`config.mk`:
```
export PLATFORM = sky130hd
export DESIGN_NAME = onehot_demux_writer
export DESIGN_NICKNAME = d
export VERILOG_FILES = /design/src/rtl/onehot_pkg.sv /design/src/rtl/onehot_decoder.sv /design/src/rtl/onehot_demux_writer.sv
export SDC_FILE = /design/constraint.sdc
export NUM_CORES = 1
export LEC_CHECK = 0
export ABC_CLOCK_PERIOD_IN_PS = 2470
export CAP_MARGIN = 20
export CORE_MARGIN = 2
export CORE_UTILIZATION = 44
export DETAILED_ROUTE_END_ITERATION = 8
export PLACE_DENSITY_LB_ADDON = 0.25
export SLEW_MARGIN = 20
export SYNTH_ARGS = -nofsm -noshare
export SYNTH_HDL_FRONTEND = slang
export SYNTH_SLANG_ARGS = --single-unit
```
`constraint.sdc`:
```
create_clock -name clk -period 2.47 [get_ports clk]
set_clock_uncertainty 0.15 [all_clocks]
set_input_delay 0.741 -clock clk [delete_from_list [all_inputs] [get_ports clk]]
set_output_delay 0.741 -clock clk [all_outputs]
set_load 0.05 [all_outputs]
```
`src/rtl/onehot_pkg.sv`:
```
// onehot_pkg: shared widths and the index-to-one-hot helper for the demux writer and decoders.
package onehot_pkg;

    localparam int DEF_K = 5;
    localparam int DEF_N = 16;
    localparam int MAX_N = 32;

    function automatic logic [MAX_N-1:0] idx2onehot(input logic [5:0] idx, input int n);
        return (int'(idx) < n) ? MAX_N'(1) << idx : '0;
    endfunction

endpackage

```
`src/rtl/onehot_decoder.sv`:
```
// onehot_decoder: binary index to N-bit one-hot select; all-zero when idx >= N.
module onehot_decoder
    import onehot_pkg::*;
#(
    parameter int  N  = DEF_N,
    localparam int IW = $clog2(N)
) (
    input  logic [IW-1:0] idx,
    output logic [N-1:0]  onehot
);

    assign onehot = N'(idx2onehot(6'(idx), N));

endmodule

```
`src/rtl/onehot_demux_writer.sv`:
```
// onehot_demux_writer: one-stage write demux into N holding registers exposed flat.
// Optional sticky per-destination written flags under WRITTEN_TRACK_EN.
module onehot_demux_writer
    import onehot_pkg::*;
#(
    parameter int  K  = DEF_K,
    parameter int  N  = DEF_N,
    localparam int IW = $clog2(N)
) (
    input  logic           clk,
    input  logic           rst_n,
    input  logic           in_valid,
    output logic           in_ready,
    input  logic [K-1:0]   in_data,
    input  logic [IW-1:0]  in_idx,
    input  logic           stall,
    input  logic           clr,
    output logic [N-1:0]   sel_onehot,
    output logic [N-1:0]   dest_we,
    output logic [N*K-1:0] regs_flat,
    output logic           err,
    output logic [N-1:0]   written
);

    logic                  stage_valid;
    logic [K-1:0]          stage_data;
    logic [IW-1:0]         stage_idx;
    logic [N-1:0]          dec;
    logic [N-1:0][K-1:0]   regs;
    logic                  accept;

    assign in_ready   = !stage_valid || !stall;
    assign accept     = in_valid && in_ready;
    assign sel_onehot = stage_valid ? dec : '0;
    assign dest_we    = stall ? '0 : sel_onehot;
    assign err        = stage_valid && !stall && (int'(stage_idx) >= N);
    assign regs_flat  = regs;

    onehot_decoder #(.N(N)) u_dec (
        .idx    (stage_idx),
        .onehot (dec)
    );

    // clr drops a stalled pending write as well as draining a normal one
    always_ff @(posedge clk or negedge rst_n) begin
        if (!rst_n) begin
            stage_valid <= 1'b0;
            stage_data  <= '0;
            stage_idx   <= '0;
        end else if (accept) begin
            stage_valid <= 1'b1;
            stage_data  <= in_data;
            stage_idx   <= in_idx;
        end else if (!stall || clr) begin
            stage_valid <= 1'b0;
        end
    end

    always_ff @(posedge clk or negedge rst_n) begin
        if (!rst_n) begin
            regs <= '0;
        end else if (clr) begin
            regs <= '0;
        end else begin
            for (int i = 0; i < N; i++)
                if (dest_we[i]) regs[i] <= stage_data;
        end
    end

`ifdef WRITTEN_TRACK_EN
    always_ff @(posedge clk or negedge rst_n) begin
        if (!rst_n) written <= '0;
        else if (clr) written <= '0;
        else written <= written | dest_we;
    end
`else
    assign written = '0;
`endif

endmodule

```
==> impl_metrics.toml, run 1 <==
[global_route]
antenna_found_initial = 1
grt.overflow.total = 0
grt_pass1_vias = 3671
grt_pass1_wl_um = 19710
grt_max_degree = 82
grt_usage = 0.2464

[final_layout]
multi_input_area_um2 = 2019
fill_cells = 716
area_growth_pct = 57.30
utilization = 0.7059
fin_area_um2 = 6804
nets = 568
fin_cells = 693
seqCellArea_um2 = 2258
final_layout_size_suffix_gt1_frac = 0.2791

[logic_synthesis]
synth.most_common_cell = "dfrtp_1"
netlist.top_cell.by_area = "dfrtp_1"
synth_edf_count = 0
synth_area_um2 = 4325
postSynthCellCount = 409
synth_top_area_frac = 0.5207
netlist_top_cells_count = "90 x dfrtp_1, 57 x nand2b_1, 50 x mux2i_1"
yosys-top-cells-area = "dfrtp_1 52%, mux2i_1 12%, nand2b_1 8.2%"
yosysSeqAreaShare = 0.5207
synthFlopType = "dfrtp_1"
synth.ff_latch_count = 90
syn_area_per_cell_um2 = 10.58
yosysWarnings = 0
synth_cell_types = 33
ys_async_sr_fraction = 1.000

[power]
netSwitchingFraction = 0.3102
p_clk_frac = 0.344
power_leakage_nw = 3.961
seqPwrFrac = 0.438
power_switching_mw = 1.123
comb_power_share = 0.218
peakVddDrop_mv = 0.2964
internal_power_mw = 2.497
p_per_area_nw_per_um2 = 532.0

[setup_path]
cp_slowest_cell = "dfrtp_2"
worstPathMaxFanout = 5
critPathRequiredTime_ns = 1.58
r2r-start = "stage_idx[0]$_DFFE_PN0P_"
end_kind = "output pin"
r2r_setup_slack_ns = 0.51
crit_family = "buffers and inverters"
critical_path_class = "flop to output pin"
crit_cells = 6
crit_chain = "buf_6, nor4b_4, buf_4, nand2_4, clkinvlp_4, buf_12"
worstPathArrival_ns = 1.73
cpPeakStageDelay_ns = 0.45
timing.critical_path.from = "stage_idx[0]$_DFFE_PN0P_"
critical_path.startpoint_type = "flop"
cp_num_buf_inv = 4
r2r_cells = 8

[floorplan]
io-pin-count = 144
rows = 36
dieArea_um2 = 10640
start_util = 0.4487
die_w_um = 103.2
die_y_um = 103.2
core_um2 = 9639

[timing]
slew_headroom = 0.5274
rsz0062_at_grt = "yes"
setup_viol = 18
fin_crit_sh = 1.059
timing.fmax_mhz = 382.1
tightest_slew_ns = 0.7089
fin_ws_ns = -0.1470
finalHoldViolations = 0
post-route-min-period_ns = 2.617
fin_worst_hold_slack_ns = 0.1779
slew_viol_final = 0

[drt]
drc = 0
drtIter0Drc = 116
avgViaCountPerCell = 5.115
vias = 3545
antenna_left = 0
wirelength_um = 12690
drt_pass1_iterations = 4
wl_per_cell_um = 18.32

[clock_network]
clkLatencyLatePin_ns = 0.35
cts_buffers = 9
cts_tree = "done"
h-tree-depth = 3
cts_root_buf = "clkbuf_8"
clock_sinks = 90
clk_path_buf_depth = 2
clk_pin_slew_ns = 0.09

[status]
status = "finished, violations left"
violations = "negative setup slack"

[placement]
place_area_um2 = 6135
dp_hpwl_um = 8734
portBuffers = 126
place_congestion = 0.8327
place_inst = 665
dpl_worst_slack_ns = -0.6201

[min_path]
hp-class = "primary input to async pin"

[job]
drv_cap = 0
-- layout by cell type (no fill, tap or decap), types with 7 or more instances in the layout --
| master | n |
|---|---|
| inv_2 | 7 |
| buf_4 | 37 |
| dlymetal6s2s_1 | 45 |
| conb_1 | 17 |
| clkdlybuf4s50_1 | 42 |
| mux2i_1 | 50 |
| o21ai_1 | 27 |
| o21ai_0 | 8 |
| nor2_4 | 17 |
| buf_12 | 34 |
| clkbuf_8 | 10 |
| nand3_1 | 25 |
| mux2_1 | 9 |
| a21oi_1 | 25 |
| nand2b_1 | 56 |
| dfrtp_1 | 85 |
-- layer usage --
layer | global-route usage | wire, um | vias up
li1 | - | - | 1632
met1 | 0.3176 | 5068 | 1765
met2 | 0.4216 | 6599 | 135
met3 | 0.05356 | 877 | 13
met4 | 0.06781 | 148 | 0
met5 | 0 | 0 | -
-- power by group through the flow --
stage | logic (mW) | registers, mW | clock network, mW
floorplan | 0.399 | 1.63 | 0
global placement | 0.679 | 1.61 | 0
finish | 0.791 | 1.58 | 1.24
global route | 0.835 | 1.59 | 1.34
detailed placement | 0.685 | 1.61 | 0
CTS | 0.727 | 1.58 | 1.26
-- per-stage QoR --
| step | TNS, ns | power [mW] |
|---|---|---|
| after global routing | -2.524 | 3.762 |
| after detailed placement | -12.70 | 2.292 |
| after CTS | -0.9468 | 3.567 |
| after floorplan | -0.1921 | 2.032 |
| final | -1.323 | 3.620 |
| after global placement | -11.69 | 2.285 |
-- final timing paths --
path	end
hold / removal	regs_flat[64]$_DFFE_PN0P_
setup reg to reg	regs_flat[41]$_DFFE_PN0P_
max in group asynchronous	stage_idx[2]$_DFFE_PN0P_
hold reg to reg	regs_flat[9]$_DFFE_PN0P_
min in group clk	regs_flat[9]$_DFFE_PN0P_
setup / recovery	dest_we[0]
-- repair_timing --
| action | in CTS | in global routing |
|---|---|---|
| hold buffers | 0 | 0 |
| pin swaps | 8 | 13 |
| buffers inserted | 5 | 6 |
| hold endpoints to repair | 0 | 0 |
| setup endpoints to repair | 33 | 77 |
| resized for setup | 36 | 76 |
-- flip-flops by register name, summed over array words and instances (netlist names) --
signal       count
stage_data       5
regs_flat       80
stage_idx        4
stage_valid      1
-- cell families (layout without fill, tap and decap cells) --
logic type      after synthesis  in the layout  share of synthesized area
compound gates               61             61                    0.07116
buf+inv                      62            196                    0.07752
flops                        90             90                     0.5207
mux                          59             59                     0.1391
other cells                   1             18                  0.0008670
simple gates                136            136                     0.1906
-- area by class of cell --
type | instances | area share
Sequential cell | 90 | 0.3319
Timing Repair Buffer | 167 | 0.2996
Multi-Input combinational cell | 273 | 0.2968
Tap cell | 133 | 0.02446
Clock buffer | 10 | 0.02023
Clock inverter | 6 | 0.01655
Inverter | 13 | 0.01011
Antenna cell | 1 | 0.0003678
Note: power is estimated with default switching activity, not from simulation.
==> run 2, diff against run 1 <==
- PLACE_DENSITY: not set -> 0.84
- PLACE_DENSITY_LB_ADDON: 0.25 -> not set
- SETUP_SLACK_MARGIN: not set -> 0.5
==> impl_metrics.toml, run 2 (synthesis gave the netlist of run 1 again) <==
[status]
status = "finished, violations left"
violations = "negative setup slack"

[final_layout]
fin_cells = 715
fill_cells = 722
largest_reg_flops = 80
nets = 592
fin_area_um2 = 6718
diodes = 0
final_layout_size_suffix_gt1_frac = 0.4485
area_growth_pct = 55.31
final_common_cell = "dfrtp_1"
final_cell_mix = "85 x dfrtp_1, 76 x buf_2, 57 x buf_4"

[clock_network]
h-tree-depth = 3
clk_pin_slew_ns = 0.10
clock_sinks = 90
clkLatencyLatePin_ns = 0.36
cts_tree = "done"
cts_root_buf = "clkbuf_8"
hold_buffers = 0
clk_path_buf_depth = 2
cts_buffers = 9

[global_route]
grt_max_degree = 43
antenna_found_initial = 0
grt_pass1_wl_um = 21070
grt.overflow.total = 0
grt_pass1_vias = 3920
grt_usage = 0.2626

[setup_path]
critical_path_class = "primary input to output pin"
worstPathArrival_ns = 1.72
critical_path.startpoint_type = "primary input"
critPathRequiredTime_ns = 1.58
end_kind = "output pin"
worstPathMaxFanout = 5

[floorplan]
die_y_um = 103.2
dieArea_um2 = 10640
core_um2 = 9639
start_util = 0.4487
rows = 36
die_w_um = 103.2
io-pin-count = 144

[placement]
dp_hpwl_um = 9277
place_congestion = 0.8294
place_inst = 673
place_area_um2 = 6539
dpl_worst_slack_ns = -0.5840
portBuffers = 126

[drt]
wl_per_cell_um = 19.09
drt_pass1_iterations = 5
wirelength_um = 13650
vias = 3793
antenna_left = 0
avgViaCountPerCell = 5.305
drtIter0Drc = 186
drc = 0

[timing]
post-route-min-period_ns = 2.614
finalHoldViolations = 0
tns_ns = -1.620
rsz0062_at_grt = "yes"
setup_viol = 18
fin_crit_sh = 1.058
tightest_slew_ns = 0.5682
timing.fmax_mhz = 382.6
fin_ws_ns = -0.1436
slew_headroom = 0.6212
fin_worst_hold_slack_ns = 0.2129
slew_viol_final = 0

[min_path]
hp-class = "primary input to async pin"

[power]
power_leakage_nw = 3.403
p_per_area_nw_per_um2 = 529.2
peakVddDrop_mv = 0.3077

[job]
drv_cap = 0
[run 2: power by group]
part	internal [mW]	leakage, nW	switching (mW)
sequential	1.51	1.23	0.0679
clock	0.478	0.0982	0.557
combinational	0.356	2.08	0.581
total	2.35	3.40	1.21
[run 2: layout make-up]
class | instances | area, um^2 | area share
clock buffers | 9 | 123.9 | 0.01844
flip-flops and latches | 90 | 2258 | 0.3362
clock inverters | 6 | 75.07 | 0.01118
repair buffers | 191 | 1803 | 0.2684
inverters | 13 | 146.4 | 0.02179
multi-input cells | 273 | 2145 | 0.3192
well taps | 133 | 166.4 | 0.02477
[run 2: worst paths after layout]
| check | slack, ns | endpoint | cells past startpoint | startpoint |
|---|---|---|---|---|
| max reg2reg | 0.57 | regs_flat[0]$_DFFE_PN0P_ | 4 | stage_idx[0]$_DFFE_PN0P_ |
| min | 0.21 | regs_flat[3]$_DFFE_PN0P_ | 1 | rst_n |
| min reg2reg | 0.40 | regs_flat[67]$_DFFE_PN0P_ | 2 | regs_flat[67]$_DFFE_PN0P_ |
| min in group clk | 0.40 | regs_flat[67]$_DFFE_PN0P_ | 2 | regs_flat[67]$_DFFE_PN0P_ |
| max | -0.14 | dest_we[8] | 4 | stall |
| max in group asynchronous | 1.28 | regs_flat[6]$_DFFE_PN0P_ | 2 | rst_n |
[run 2: through the flow]
stage / power [mW] / util
after floorplan: 2.141 / -
after global placement: 2.395 / 0.6783
after detailed placement: 2.410 / 0.6783
after CTS: 3.528 / 0.6874
after global routing: 3.678 / 0.6969
final: 3.555 / 0.6969
[run 2: critical path, cell delays in order]
cell	delay (ns)
buf_12	0.11
or4b_4	0.59
nor2_4	0.13
buf_12	0.14
[run 2: layer usage]
layer,global-route usage,part of all wire,vias to the layer above
li1,-,-,1669
met1,0.3241,0.39,1883
met2,0.4431,0.50,206
met3,0.07254,0.088,35
met4,0.09514,0.025,0
met5,0,0,-
[run 2: what timing repair did]
| action | CTS | global route |
|---|---|---|
| resized for setup | 401 | 11 |
| buffers inserted | 21 | 6 |
| setup endpoints to repair | 197 | 34 |
| endpoints found under the hold margin | 0 | 0 |
| gates cloned | 0 | 0 |
| pin swaps | 9 | 15 |
